**src/rtl/dual_stream_adder.sv**
```systemverilog
// -----------------------------------------------------------------------------
// dual_stream_adder
//   Joins two first-word-fall-through sample FIFOs element by element: one
//   word is popped from each input FIFO, the pair is added as signed
//   two's-complement integers, and the sum is pushed into an output FIFO.
//
//   Operation is a two-state FSM:
//     S_READ  - waits until both input FIFOs hold a word, pops both together
//               and registers their sum.
//     S_WRITE - pushes the held sum as soon as the output FIFO has room.
//   One result is produced every two cycles at best. The pop strobes depend
//   only on the state and the two empty flags, so out_full never reaches
//   them combinationally.
//
//   Build option:
//     ADD_SATURATE_EN - when defined, the sum is clamped to the signed range
//                       of DATA_WIDTH instead of wrapping modulo 2^DATA_WIDTH.
//                       Timing and handshake are the same in both builds.
// -----------------------------------------------------------------------------
module dual_stream_adder #(
    parameter int DATA_WIDTH = 32
) (
    input  logic                  clock,
    input  logic                  reset,

    output logic                  inA_rd_en,
    input  logic                  inA_empty,
    input  logic [DATA_WIDTH-1:0] inA_dout,

    output logic                  inB_rd_en,
    input  logic                  inB_empty,
    input  logic [DATA_WIDTH-1:0] inB_dout,

    output logic                  out_wr_en,
    input  logic                  out_full,
    output logic [DATA_WIDTH-1:0] out_din
);

    typedef enum logic {
        S_READ  = 1'b0,
        S_WRITE = 1'b1
    } state_t;

    state_t                state;
    logic [DATA_WIDTH-1:0] sum_r;
    logic [DATA_WIDTH-1:0] sum_next;
    logic                  pair_ready;

    // A pair exists only when both heads are valid; one side alone never pops.
    assign pair_ready = !inA_empty && !inB_empty;

`ifdef ADD_SATURATE_EN
    // One guard bit above the word holds the true sign of the sum.
    logic [DATA_WIDTH:0] sum_wide;

    // Saturating add: a disagreement between the guard bit and the word's
    // sign bit means the result left the signed range; clamp toward the
    // guard bit's sign.
    always_comb begin
        sum_wide = {inA_dout[DATA_WIDTH-1], inA_dout}
                 + {inB_dout[DATA_WIDTH-1], inB_dout};
        if (sum_wide[DATA_WIDTH] != sum_wide[DATA_WIDTH-1]) begin
            if (sum_wide[DATA_WIDTH])
                sum_next = {1'b1, {(DATA_WIDTH-1){1'b0}}};
            else
                sum_next = {1'b0, {(DATA_WIDTH-1){1'b1}}};
        end else begin
            sum_next = sum_wide[DATA_WIDTH-1:0];
        end
    end
`else
    // Wrapping add: carry-out is dropped, result is modulo 2^DATA_WIDTH.
    always_comb begin
        sum_next = inA_dout + inB_dout;
    end
`endif

    // FSM and held sum: collect a pair in S_READ, deliver it from S_WRITE.
    // NOTE: sequential state uses non-blocking assignments so every register
    // samples pre-edge values regardless of block evaluation order.
    // NOTE: sum_r is a single datapath register, so clearing it on reset is
    // cheap and keeps out_din at zero while reset is held.
    always_ff @(posedge clock or negedge reset) begin
        if (!reset) begin
            state <= S_READ;
            sum_r <= '0;
        end else begin
            case (state)
                S_READ: begin
                    if (pair_ready) begin
                        sum_r <= sum_next;
                        state <= S_WRITE;
                    end
                end
                S_WRITE: begin
                    if (!out_full) begin
                        state <= S_READ;
                    end
                end
                default: begin
                    state <= S_READ;
                end
            endcase
        end
    end

    // Handshake strobes: pops only in S_READ, push only in S_WRITE; all held
    // low while reset is asserted.
    // NOTE: every output gets a default before the case so no latch is inferred.
    always_comb begin
        inA_rd_en = 1'b0;
        inB_rd_en = 1'b0;
        out_wr_en = 1'b0;
        if (reset) begin
            case (state)
                S_READ: begin
                    inA_rd_en = pair_ready;
                    inB_rd_en = pair_ready;
                end
                S_WRITE: begin
                    out_wr_en = !out_full;
                end
                default: begin
                    out_wr_en = 1'b0;
                end
            endcase
        end
    end

    // The pushed word always comes straight from the held register.
    assign out_din = sum_r;

endmodule

```
**config.mk**
```make
export PLATFORM = sky130hd
export DESIGN_NAME = dual_stream_adder
export DESIGN_NICKNAME = d
export VERILOG_FILES = /design/src/rtl/dual_stream_adder.sv
export SDC_FILE = /design/constraint.sdc
export NUM_CORES = 1
export LEC_CHECK = 0
export ABC_AREA = 1
export BUFFER_PORTS_ARGS = -buffer_cell sky130_fd_sc_hd__buf_2
export CELL_PAD_IN_SITES_DETAIL_PLACEMENT = 0
export CELL_PAD_IN_SITES_GLOBAL_PLACEMENT = 2
export CORE_MARGIN = 2
export CORE_UTILIZATION = 29
export CTS_CLUSTER_SIZE = 24
export DETAILED_ROUTE_END_ITERATION = 8
export GPL_TIMING_DRIVEN = 0
export PLACE_DENSITY_LB_ADDON = 0.1
export SYNTH_ARGS = -nofsm -noshare
export SYNTH_HDL_FRONTEND = slang
export SYNTH_SLANG_ARGS = --single-unit
```
**constraint.sdc**
```tcl
create_clock -name clock -period 2.6 [get_ports clock]
set_clock_uncertainty 0.2 [all_clocks]
set_input_delay 0.52 -clock clock [delete_from_list [all_inputs] [get_ports clock]]
set_output_delay 0.52 -clock clock [all_outputs]
set_load 0.01 [all_outputs]
```
# ---- After elaboration in Yosys (flattened, before gate mapping)
# Cells that the tools add are included.
dict set report op_classes {
  reduce_logical 5
  n_mux 7
  bitwise_logic 1
  addsub 1
}
# op count
set ops {}
lappend ops {{adder 32 bit} 1}
lappend ops {{two-way mux 1 bit} 6}
lappend ops {{logical NOT 1 bit} 3}
lappend ops {{case mux 1 bit (2 select lines)} 1}
lappend ops {{AND reduction 2 bit} 1}
lappend ops {{logical AND 1 bit} 1}
lappend ops {{NOT 1 bit} 1}
dict set report word_totals {
  inputBits 69
  register_bits 33
}

# ---- Logic depth before layout (Yosys ltp)
# Gate-level depths: netlist (run 1).
dict set report logic_depth {
  ltp_word 4
  depth_mapped 13
}

# ---- Least setup slack after synthesis (run 1)
# No wires, ideal clock.
dict set report synth_timing {
  kind {input to output}
  from {in inB_empty}
  to {out inB_rd_en}
  stages 6
  t_required_ps 1880
  arrival_ps 1596
  setup_slack_ps 284
  path_cell_list {nor3_4 inv_2 buf_2 buf_2 nor2_1 buf_4}
}
dict set report synth_between {
  elab_chain_len 4
}
# element line
set synth_lines {}
lappend synth_lines {{from (decl)} 31} ;# input logic inB_empty,
lappend synth_lines {{logical NOT 1 bit} 50} ;# assign pair_ready = !inA_empty && !inB_empty;
lappend synth_lines {{logical AND 1 bit} 50}
lappend synth_lines {{two-way mux 1 bit (2 in a row)} -}
lappend synth_lines {{to (decl)} 30} ;# output logic inB_rd_en,
# Every way passes these cells.

# ---- Worst setup path in the final report (run 1)
dict set report layout_timing {
  from {reg state}
  to {out inB_rd_en}
}
dict set report layout_between {
  elab_chain_len 2
}
# element line
set layout_lines {}
lappend layout_lines {{from (decl)} 44} ;# state_t state;
lappend layout_lines {{from (signal assigned)} 85} ;# state <= S_READ;
lappend layout_lines {{from (signal assigned)} 92} ;# state <= S_WRITE;
lappend layout_lines {{from (signal assigned)} 97} ;# state <= S_READ;
lappend layout_lines {{two-way mux 1 bit} 115} ;# case (state)
lappend layout_lines {{two-way mux 1 bit} 114} ;# if (reset) begin
# Every way passes these cells.

==> impl_metrics.toml, run 1 <==
[synth]
yosys_warnings = 0
syn_area_mm2 = 0.00365
synth_top_family_by_area = "simple AND/OR/NAND/NOR gates"
syn_inst = 619
synth_simple_gate_area_share_pct = 43.5
synthAdderAreaFrac_pct = 11.2
syn_nets = 720
syn_area_per_cell_um2 = 5.90
synth_compound_area_share_pct = 6.03
synth.mux.area_fraction_pct = 0
synth-xor-area-share_pct = 3.60
ys_types = 30
seq_area_frac_synth_pct = 22.6
synth-seq-cells = 33

[sta]
rsz0062_at_grt = "no"
finalMaxSlewViolations = 0
report.final.hold_viol_count = 0
layout_min_cycle_time_ns = 2.46
max_slew.worst_pin.slew_ns = 0.842
slew_headroom_pct = 43.9
setup_viol = 0
fin_crit_sh_pct = 94.5
fmax_ghz = 0.407
hold_slack_ns = 0.143
fin_ws_ns = 0.144

[layout]
ff_latch_area_um2 = 826
drive_gt1_share_pct = 19.6
nNetsFinal = 831
num-fill-cells = 1438
antenna_cells = 0
syn2layout_area_growth_pct = 24.9
post-route-util_pct = 36.6
multi_input_comb_area_mm2 = 0.00235

[place]
numPortBuffers = 103
gp_congestion = 0.841
place_hpwl_mm = 9.71
dp_slack_ns = -0.125

[clock_network]
clk_latency_ns = 0.28
postCtsSetupRepairBufs = 1
cts_max_path_buffers = 2
hold_buffers = 0
cts.sinks = 33
cts-buffers-inserted = 5
cts_tree = "built"
h-tree-depth = 2
clk_pin_slew_ns = 0.06
cts_root_buf = "clkbuf_16"
cts_resized = 0

[worst_setup_path]
crit_chain = "nor3_4 > inv_2 > buf_2 > buf_2 > nor2_1 > buf_4 > buf_2"
crit_family = "buffers and inverters"
crit_required_ns = 1.88
critPathArrivalTime_ns = 1.74
crit_start = "state"
slowest_stage = "dfrtp_1"
r2r_slack_ns = 1.02
cp-start-kind = "flop"
r2r-start = "state"
critPathCaptureType = "output port"
critPathMaxStageDelay_ns = 0.41
crit_fanout = 10
cp_common_cell = "buf_2"
worstSetupPathType = "reg2out"
cp_num_buf_inv = 5

[power]
total_power_mw = 2.41
vdd_drop_max_mv = 0.203
p_leak_nw = 2.79
power_density_mw_per_mm2 = 528

[routing]
dr.pass1.iters = 4
num_vias = 3904
remaining_drc_errors = 0
vias_per_cell = 4.32
ant_nets = 0
wl_mm = 11.4
dr.first_iter.drc_count = 158
wl_per_cell_um = 12.6

[run_status]
status = "completed"

[run]
maxCapViolCount = 0

[grt]
grt_start_max_net_pins = 36
grt_pass1_wl_mm = 18.1
gr-total-overflow = 0
grt_usage_pct = 17.5
antenna_found_initial = 0
grt_pass1_vias = 3622

[floorplan]
dieArea_mm2 = 0.0135
initial_core_util_pct = 29.3
fp.dieW_um = 116
io_pins = 104
fp-row-count = 41
core-area_mm2 = 0.0125
fp.dieH_um = 116

[min_path]
min_path_type = "in2async"
## report_power, final
part           total [mW]  internal [mW]  switching, mW
Combinational       0.978          0.385          0.592
Sequential          0.714          0.645         0.0695
Clock               0.720          0.479          0.240
## kinds of logic (layout without fill, tap and decap cells)
group           count (synthesis)  count (layout)
compound gates                 42              42
xor+xnor                       15              15
fa+ha+maj                      32              32
buf+inv                       121             233
flops                          33              33
simple gates                  376             376
## routing by layer
| metal | vias to the layer above | track usage [%] | share of wire (%) |
|---|---|---|---|
| li1 | 2109 | - | - |
| met1 | 1710 | 26.4 | 53 |
| met2 | 79 | 27.1 | 42 |
| met3 | 6 | 1.87 | 3.9 |
| met4 | 0 | 3.10 | 0.84 |
| met5 | - | 0 | 0 |
## cell usage in the layout (no fill, tap or decap), drive strengths merged
master / netlist / final
clkbuf: 3 / 10
a21o: 1 / 1
or2: 1 / 1
nor2: 44 / 44
o21bai: 3 / 3
nand4: 3 / 3
a21oi: 22 / 22
inv: 113 / 113
nand3b: 3 / 3
xnor2: 15 / 15
ha: 31 / 31
fa: 1 / 1
nor3: 4 / 4
buf: 5 / 109
nand3: 46 / 46
and2: 1 / 1
o21ai: 16 / 16
bufinv: 0 / 1
dfrtp: 33 / 33
nand2: 274 / 274
## layout make-up
class,instances,area share [%]
flip-flops and latches,33,18.1
plain buffers,8,1.21
repair buffers,104,11.5
inverters,113,9.29
multi-input cells,465,51.5
well taps,172,4.71
clock buffers,7,3.13
clock inverters,1,0.658
## sequential cells by signal, indices dropped and copies added (netlist names)
register / cells
out_din: 32
state: 1
## stage by stage
step	instance area [um2]	instances	setup TNS [ns]
3_3_place_gp	4380	894	-0.332
6_report	4560	903	0
3_5_place_dp	4380	894	-0.373
2_1_floorplan	3650	619	0
4_1_cts	4560	903	0
5_1_grt	4560	903	0
## Yosys cell counts (all sizes together)
cell type / count / area share [%]
dfrtp: 33 / 23
nand4: 3 / 0.51
buf: 5 / 0.92
nand2: 274 / 29
fa: 1 / 0.55
ha: 31 / 11
a21oi: 22 / 3.0
and2: 1 / 0.17
o21ai: 16 / 2.2
inv: 113 / 12
nor3: 4 / 0.99
nor2: 44 / 4.8
nand3: 46 / 7.0
a21o: 1 / 0.21
or2: 1 / 0.24
nand3b: 3 / 0.62
clkbuf: 3 / 0.58
o21bai: 3 / 0.62
xnor2: 15 / 3.6
## final timing paths
kind                                to  cells past startpoint
min reg2reg                 out_din[0]                      2
max in group asynchronous  out_din[13]                      1
max reg2reg                out_din[28]                      5
min in group clock          out_din[0]                      2
max                          inB_rd_en                      7
min                         out_din[6]                      1
## worst reg2reg max path, delay by kind of cell (launching register included)
family,cells,cell delay (ns)
buffers and inverters,2,0.43
AND/OR/NAND/NOR,3,0.49
flip-flops,1,0.41
Note: power is estimated with default switching activity, not from simulation.
==> run 2: changes to the inputs <==
Settings changed: SETUP_SLACK_MARGIN set to 0.5, SLEW_MARGIN set to 20.
==> run 2 against run 1 <==
The flow now finishes with violations (hold timing). Via count up 1.2%. Setup slack better by 0.32 ns. Flip-flop and latch count unchanged. Cell count up 0.66%. Sequential share of layout area down 1.1 points. Utilization up 2.3 points. Global-route usage up 0.26 points. Clock-buffer cell count unchanged. Combinational power up 7%. Die area unchanged. Maximum frequency up 15%. Register-to-register slack about the same. Critical path type is now in2out. Largest cell class unchanged. Largest power group unchanged.
==> impl_metrics.toml, run 2 (synthesized netlist as in run 1, its figures left out) <==
[run_status]
violations = "hold timing"
status = "complete, but fails checks"

[floorplan]
initial_core_util_pct = 29.3
io_pins = 104
dieArea_mm2 = 0.0135
fp.dieH_um = 116
fp-row-count = 41
core-area_mm2 = 0.0125
fp.dieW_um = 116

[routing]
wl_mm = 11.4
remaining_drc_errors = 0
vias_per_cell = 4.35
dr.first_iter.drc_count = 147
ant_nets = 0
num_vias = 3951
dr.pass1.iters = 4
wl_per_cell_um = 12.6

[layout]
nNetsFinal = 837
drive_gt1_share_pct = 27.3
post-route-util_pct = 38.9
final_area_mm2 = 0.00485
antenna_cells = 0
final_cell_mix = "251 x nand2_1, 112 x inv_1, 102 x buf_2"
final_common_cell = "nand2_1"
stdcell_count = 909
num-fill-cells = 1409
syn2layout_area_growth_pct = 32.8
largest_register_ffs = 32

[sta]
finalMaxSlewViolations = 0
hold_slack_ns = -0.0722
max_slew.worst_pin.slew_ns = 0.551
slew_headroom_pct = 63.3
layout_min_cycle_time_ns = 2.13
report.final.hold_viol_count = 33
finalSetupTns_ns = 0
fmax_ghz = 0.468
fin_crit_sh_pct = 82.1
setup_viol = 0
rsz0062_at_grt = "yes"

[grt]
grt_usage_pct = 17.7
grt_start_max_net_pins = 36
grt_pass1_vias = 3702
grt_pass1_wl_mm = 18.4
gr-total-overflow = 0
antenna_found_initial = 0

[place]
dpl_cell_area_mm2 = 0.00441
place_hpwl_mm = 9.69
gp_congestion = 0.853
numPortBuffers = 103
dpl.cell_count = 894

[power]
sw_frac_of_total_pct = 37.5
power_density_mw_per_mm2 = 510
p_leak_nw = 2.82
p_comb_share_pct = 42.3
seqPwrFrac_pct = 28.8
p_switching_mw = 0.928
vdd_drop_max_mv = 0.193
internal-power_mw = 1.55
power_frac_clock_pct = 28.9

[worst_setup_path]
crit_fanout = 2
cp-start-kind = "input port"
r2r_end = "out_din[19]"
r2r-start = "state"
crit_required_ns = 1.88
r2r_slack_ns = 1.01
worstSetupPathType = "in2out"
critPathCaptureType = "output port"
reg2regPathDepth = 7
critPathArrivalTime_ns = 1.41

[clock_network]
cts-buffers-inserted = 5
clk_pin_slew_ns = 0.06
cts_root_buf = "clkbuf_16"
cts.sinks = 33
clk_latency_ns = 0.28
cts_tree = "built"
h-tree-depth = 2
hold_buffers = 0
cts_max_path_buffers = 2

[run]
maxCapViolCount = 0

[min_path]
min_path_type = "in2async"
-- run 2: critical path, cell delays in order --
cell and delay (ns):
buf_2 0.11, nor3_4 0.22, inv_2 0.06, buf_6 0.12, buf_8 0.11, nor2_4 0.08
buf_6 0.10, buf_6 0.08
-- run 2: worst max-delay path by stage --
stage / start / to / slack, ns / cells past startpoint
final: inA_empty / inB_rd_en / 0.47 / 8
after global routing: state / inB_rd_en / 0.38 / 7
after CTS: state / inB_rd_en / 0.40 / 7
after detailed placement: inA_dout[0] / out_din[28] / -0.01 / 11
after global placement: inA_dout[0] / out_din[28] / -0.0009 / 11
after floorplan: inA_empty / inB_rd_en / 0.45 / 6
-- run 2: power by group through the flow --
stage               sequential, mW  combinational, mW  clock, mW
finish                       0.712               1.05      0.716
global placement             0.720              0.990          0
floorplan                    0.783              0.556          0
detailed placement           0.723              0.995          0
global route                 0.732               1.20      0.764
CTS                          0.715               1.02      0.748
-- run 2: cell type report --
| cell class | instances | area, um2 | share of cell area, % |
|---|---|---|---|
| Clock inverter | 1 | 30.0 | 0.619 |
| Multi-Input combinational cell | 465 | 2560 | 52.7 |
| Clock buffer | 7 | 143 | 2.94 |
| Timing Repair Buffer | 110 | 581 | 12.0 |
| Sequential cell | 33 | 826 | 17.0 |
| Inverter | 113 | 424 | 8.74 |
| Buffer | 8 | 75.1 | 1.55 |
| Tap cell | 172 | 215 | 4.44 |
-- run 2: per-layer routing --
metal	GRT usage (%)	share of wire, %	wire (um)
met1	26.6	52	6010
met2	27.2	42	4850
met3	2.28	4.2	484
met4	3.57	0.91	104
met5	0	0	0
-- run 2: through the flow --
step	worst slack [ns]	total power [mW]
final	0.465	2.48
after global routing	0.380	2.69
after CTS	0.401	2.48
after detailed placement	-0.0144	1.72
after global placement	-0.000911	1.71
after floorplan	0.449	1.34
-- run 2: repair_timing --
action	4_1_cts	5_1_grt
buffers inserted	7	0
resized for setup	9	53
setup endpoints to repair	9	19
hold endpoints to repair	0	33
pin swaps	3	6
